`config.mk`:
```
export PLATFORM = sky130hd
export DESIGN_NAME = seq_chunk_multiplier
export DESIGN_NICKNAME = d
export VERILOG_FILES = /design/src/rtl/mult_seq_pkg.sv /design/src/rtl/nr_row_mul.sv /design/src/rtl/seq_chunk_multiplier.sv
export SDC_FILE = /design/constraint.sdc
export NUM_CORES = 1
export LEC_CHECK = 0
export ABC_AREA = 1
export CORE_MARGIN = 2
export CORE_UTILIZATION = 45
export CTS_CLUSTER_SIZE = 24
export DETAILED_ROUTE_END_ITERATION = 10
export GPL_TIMING_DRIVEN = 0
export PLACE_DENSITY_LB_ADDON = 0.12
export SLEW_MARGIN = 5
export SYNTH_ARGS = -nofsm -noshare
export SYNTH_HDL_FRONTEND = slang
export SYNTH_SLANG_ARGS = --single-unit
export TNS_END_PERCENT = 1
```
`constraint.sdc`:
```
create_clock -name clk -period 22.3 [get_ports clk]
set_clock_uncertainty 0.15 [all_clocks]
set_input_delay 6.69 -clock clk [delete_from_list [all_inputs] [get_ports clk]]
set_output_delay 6.69 -clock clk [all_outputs]
set_load 0.01 [all_outputs]
```
`src/rtl/mult_seq_pkg.sv`:
```
// rtl/mult_seq_pkg.sv - shared state type and elaboration helpers for seq_chunk_multiplier
package mult_seq_pkg;

  typedef enum logic [1:0] {
    IDLE = 2'd0,
    CALC = 2'd1,
    DONE = 2'd2
  } state_t;

  localparam int MASK_MAX_W = 128;

  function automatic int chunks_f(input int width, input int chunk);
    return width / chunk;
  endfunction

  function automatic int cnt_w_f(input int n);
    return (n <= 1) ? 1 : $clog2(n);
  endfunction

  // Ones everywhere except the discarded low product columns; callers slice to width.
  function automatic logic [MASK_MAX_W-1:0] trunc_mask_f(input int trunc_bits);
    logic [MASK_MAX_W-1:0] m;
    m = '1;
    for (int i = 0; i < MASK_MAX_W; i++) begin
      if (i < trunc_bits) m[i] = 1'b0;
    end
    return m;
  endfunction

endpackage

```
`src/rtl/nr_row_mul.sv`:
```
// rtl/nr_row_mul.sv - combinational WIDTH x CHUNK unsigned row multiplier
module nr_row_mul #(
  parameter int WIDTH = 32,
  parameter int CHUNK = 8
) (
  input  logic [WIDTH-1:0]       a,
  input  logic [CHUNK-1:0]       d,
  output logic [WIDTH+CHUNK-1:0] row
);

  localparam int RW = WIDTH + CHUNK;

  always_comb begin
    row = '0;
    for (int i = 0; i < CHUNK; i++) begin
      if (d[i]) row = row + (RW'(a) << i);
    end
  end

endmodule

```
`src/rtl/seq_chunk_multiplier.sv`:
```
// rtl/seq_chunk_multiplier.sv - digit-serial unsigned multiplier with early exit
// Define MULT_APPROX_TRUNC_EN to zero the low TRUNC_BITS columns of every partial product.
module seq_chunk_multiplier
  import mult_seq_pkg::*;
#(
  parameter int WIDTH      = 32,
  parameter int CHUNK      = 8,
  parameter int TRUNC_BITS = 5
) (
  input  logic               clk,
  input  logic               rst_n,
  input  logic               in_valid,
  output logic               in_ready,
  input  logic [WIDTH-1:0]   a,
  input  logic [WIDTH-1:0]   b,
  output logic               out_valid,
  input  logic               out_ready,
  output logic [2*WIDTH-1:0] p,
  output logic               busy
);

  localparam int N     = chunks_f(WIDTH, CHUNK);
  localparam int CNT_W = cnt_w_f(N);
  localparam int PW    = 2 * WIDTH;
  localparam int RW    = WIDTH + CHUNK;

  if (WIDTH % CHUNK != 0) begin : g_chunk_check
    $error("seq_chunk_multiplier: CHUNK must divide WIDTH");
  end
  if (TRUNC_BITS >= PW) begin : g_trunc_check
    $error("seq_chunk_multiplier: TRUNC_BITS must be below 2*WIDTH");
  end

  state_t           state_q, state_d;
  logic [WIDTH-1:0] a_q, a_d;
  logic [WIDTH-1:0] b_rem_q, b_rem_d;
  logic [CNT_W-1:0] cnt_q, cnt_d;
  logic [PW-1:0]    acc_q, acc_d;

  logic [RW-1:0]    row;
  logic [PW-1:0]    part;
  logic [WIDTH-1:0] b_shift;
  logic             accept;

  nr_row_mul #(
    .WIDTH(WIDTH),
    .CHUNK(CHUNK)
  ) u_row (
    .a  (a_q),
    .d  (b_rem_q[CHUNK-1:0]),
    .row(row)
  );

`ifdef MULT_APPROX_TRUNC_EN
  localparam logic [PW-1:0] TRUNC_MASK = PW'(trunc_mask_f(TRUNC_BITS));
`endif

  always_comb begin
    part = PW'(row) << (32'(cnt_q) * 32'(CHUNK));
`ifdef MULT_APPROX_TRUNC_EN
    part = part & TRUNC_MASK;
`endif
    b_shift = b_rem_q >> CHUNK;
  end

  // out_ready feeds in_ready combinationally so DONE can overlap the next accept.
  assign in_ready  = (state_q == IDLE) || ((state_q == DONE) && out_ready);
  assign accept    = in_valid && in_ready;
  assign out_valid = (state_q == DONE);
  assign busy      = (state_q == CALC);
  assign p         = acc_q;

  always_comb begin
    state_d = state_q;
    a_d     = a_q;
    b_rem_d = b_rem_q;
    cnt_d   = cnt_q;
    acc_d   = acc_q;
    case (state_q)
      IDLE: begin
        if (accept) begin
          state_d = CALC;
          a_d     = a;
          b_rem_d = b;
          cnt_d   = '0;
          acc_d   = '0;
        end
      end
      CALC: begin
        acc_d   = acc_q + part;
        b_rem_d = b_shift;
        cnt_d   = cnt_q + CNT_W'(1);
        if (b_shift == '0) state_d = DONE;
      end
      DONE: begin
        if (accept) begin
          state_d = CALC;
          a_d     = a;
          b_rem_d = b;
          cnt_d   = '0;
          acc_d   = '0;
        end else if (out_ready) begin
          state_d = IDLE;
        end
      end
      default: state_d = IDLE;
    endcase
  end

  always_ff @(posedge clk) begin
    if (!rst_n) begin
      state_q <= IDLE;
      a_q     <= '0;
      b_rem_q <= '0;
      cnt_q   <= '0;
      acc_q   <= '0;
    end else begin
      state_q <= state_d;
      a_q     <= a_d;
      b_rem_q <= b_rem_d;
      cnt_q   <= cnt_d;
      acc_q   <= acc_d;
    end
  end

endmodule

```
==> impl_metrics.env <==
export IMPL_clock_latency_ns=0.46
export IMPL_fin_setup_tns_ns=0
export IMPL_cts_resized=0
export IMPL_io_pins=135
export IMPL_drtIter0Drc=3471
export IMPL_avgRoutedWirePerCell_um=21.5
export IMPL_worstMarginPinSlew_ns=1.32
export IMPL_finalWorstSetupSlack_ns=5.41
export IMPL_track_usage=0.378
export IMPL_crit_family="compound AO/OA/AOI/OAI gates"
export IMPL_synth_top_cell_area_share=0.172
export IMPL_yosys_most_used_dff="dfxtp_1"
export IMPL_syn_avg_cell_area_sq_um=5.76
export IMPL_finalCritPeriodShare=0.757
export IMPL_worst_hold_startpoint="b_rem_q[24]$_SDFFE_PN0P_"
export IMPL_dp_slack_ns=6.13
export IMPL_vias=32500
export IMPL_crit_fanout=10
export IMPL_grt_max_degree=17
export IMPL_run_status="completed"
export IMPL_post_dp_cell_area_sq_um=29400
export IMPL_ant_nets=0
export IMPL_path_buf_inv=13
export IMPL_synth_cell_type_count=63
export IMPL_period_needed_ns=16.89
export IMPL_hold_ws_ns=0.315
export IMPL_setup_viol=0
export IMPL_core_area_sq_um=59200
export IMPL_crit_path_end_kind="flip-flop"
export IMPL_synthArstFlopShare=0
export IMPL_first_pass_iters=8
export IMPL_postCtsSetupBuffers=0
export IMPL_grt_pass1_wl_mm=180
export IMPL_worstReg2RegStart="b_rem_q[0]$_SDFFE_PN0P_"
export IMPL_rsz0062_at_grt="no"
export IMPL_area_growth_synth_to_final_pct=10.8
export IMPL_cts_buffer_depth=2
export IMPL_synth_area_leaders="nand2_1 17%, ha_1 14%, dfxtp_1 9.8%"
export IMPL_gp_congestion=1.03
export IMPL_cpMaxStageDelayCell="o21ai_0"
export IMPL_synth_edf_count=0
export IMPL_power_per_cell_area_nw_per_um2=67.5
export IMPL_grt_overflow_total=0
export IMPL_slew_limit_headroom=0.117
export IMPL_maxCapViolations=0
export IMPL_arrival_ns=17.06
export IMPL_drc_errors=0
export IMPL_dieHeight_um=249
export IMPL_max_vdd_ir_drop_mv=0.0597
export IMPL_die_w_um=249
export IMPL_antenna_found_initial=1
export IMPL_row_count=89
export IMPL_numCtsBuffers=17
export IMPL_first_global_vias=29600
export IMPL_drt_total_wl_mm=121
export IMPL_hold_buffers=0
export IMPL_place_hpwl_mm=102
export IMPL_path_clk_slew_ns=0.07
export IMPL_setup_worst_path_start_class="flip-flop"
export IMPL_htreeDepth=4
export IMPL_fin_nets=5228
export IMPL_vias_per_cell=5.76
export IMPL_fmax_mhz=59.2
export IMPL_crit_path_start="b_rem_q[0]$_SDFFE_PN0P_"
export IMPL_cts_tree="yes"
export IMPL_synth_seq_cells=132
export IMPL_finalInstanceArea_sq_um=30000
export IMPL_hold_path_class="flip-flop to flip-flop"
export IMPL_yosysWarnings=0
export IMPL_drv_slew=0
export IMPL_leakagePower_nw=15.3
export IMPL_drive_gt1_frac=0.0670
export IMPL_required_ns=22.47
export IMPL_fin_total_pwr_mw=2.02
export IMPL_finalHoldViolCount=0
export IMPL_netlist_area_sq_um=27100
export IMPL_cts_sinks=132
export IMPL_syn_nets=5076
export IMPL_cts_root_buf="clkbuf_16"
export IMPL_yosysSeqAreaShare=0.0976
export IMPL_crit_path_max_incr_delay_ns=0.75
export IMPL_start_util=0.457
export IMPL_die_area_sq_um=62200
export IMPL_synth_top_area_cell="nand2_1"
export IMPL_synthCells=4703
export IMPL_crit_type="flip-flop to flip-flop"
export IMPL_port_buffer_count=133
==> layout make-up <==
class	instances	area, sq um
inverter	567	2130
clock buffer	17	425
tap	773	967
clock inverter	15	205
antenna	1	2.50
buffer	118	603
fill	6609	29200
multi-input combinational	3886	21700
timing repair buffer	133	1330
sequential	132	2640
==> metal layers <==
metal | GRT usage | share of wire | wire length, um | vias to the layer above
met4 | 0.0924 | 0.026 | 3100 | 2
met3 | 0.0636 | 0.098 | 11800 | 125
met5 | 0 | 0.00022 | 27 | -
li1 | - | - | - | 16100
met1 | 0.588 | 0.49 | 59700 | 15000
met2 | 0.526 | 0.38 | 46500 | 1301
==> stage by stage <==
step | instances | utilization
after floorplan | 4703 | -
after global placement | 5609 | 0.496
after detailed placement | 5609 | 0.496
after CTS | 5641 | 0.507
after global routing | 5641 | 0.507
final | 5642 | 0.507
==> cells in the mapped netlist, drive strengths merged (2+ instances only) <==
cell type  count
nand2       1284
inv          559
a21oi        530
nand3        526
nor2         380
ha           297
o21ai        292
dfxtp        132
clkbuf        66
xor2          66
a31oi         65
nor3          64
and2          57
buf           51
or2           50
xnor2         44
nand4         38
a21o          32
o21bai        31
o21a          26
nand3b        19
nor4          16
o211ai        15
a21boi        11
a211oi        10
clkinv         8
fa             8
o221ai         5
and3           4
o221a          3
o31ai          3
mux2i          2
o2111ai        2
o22ai          2
==> kinds of logic after synthesis <==
kind of cell	Yosys count	synth area share
AOI/OAI and AO/OA	1031	0.212
xor gates and xnor gates	110	0.0356
adders and majority gates	305	0.143
buffers and inverters	685	0.101
DFF	132	0.0976
muxes	2	0.00120
and+or+nand+nor	2438	0.409
==> worst reg2reg max path, delay by kind of cell (launching register included) <==
kind | cells | cell delay (ns)
fa+ha+maj | 9 | 2.92
simple gates | 33 | 5.21
flops | 1 | 0.39
xor+xnor | 4 | 0.78
buf+inv | 13 | 1.84
compound gates | 22 | 5.50
==> registers in the layout, indices dropped and copies added, names as in the netlist <==
signal / cells
p: 64
a_q: 32
b_rem_q: 32
cnt_q: 2
state_q: 2
==> where the power goes <==
part           internal (mW)  leakage [nW]  switching [mW]
Sequential             0.258          1.08          0.0539
Combinational          0.456          13.9           0.949
Clock                  0.172         0.305           0.135
Total                  0.886          15.3            1.14
==> final timing paths <==
kind                              end  slack (ns)  cells after the start
max                p[47]$_SDFFE_PN0P_        5.41                     81
min reg2reg  b_rem_q[24]$_SDFFE_PN0P_        0.32                      2
max reg2reg        p[47]$_SDFFE_PN0P_        5.41                     81
min          b_rem_q[24]$_SDFFE_PN0P_        0.32                      2
==> placed cells by master, fill, tap and decap left out, types with 9 or more instances in the layout <==
master,instances
inv_1,547
xnor2_1,44
nor3_1,62
xor2_1,66
ha_1,297
o21ai_2,18
inv_2,12
nand3b_1,19
a21o_1,32
nand4_1,38
dfxtp_1,132
a211oi_1,10
a21boi_0,9
nand2_2,37
nor4_1,15
nand3_1,426
and2_1,57
buf_2,22
o211ai_1,15
clkdlybuf4s50_1,133
or2_2,45
o21ai_1,20
clkbuf_16,17
nand2_1,1240
o21ai_0,254
o21bai_1,27
a31oi_1,65
nand3_2,97
a21oi_1,524
nor2_1,373
o21a_1,25
buf_4,16
clkbuf_1,65
Note: power is estimated with default switching activity, not from simulation.
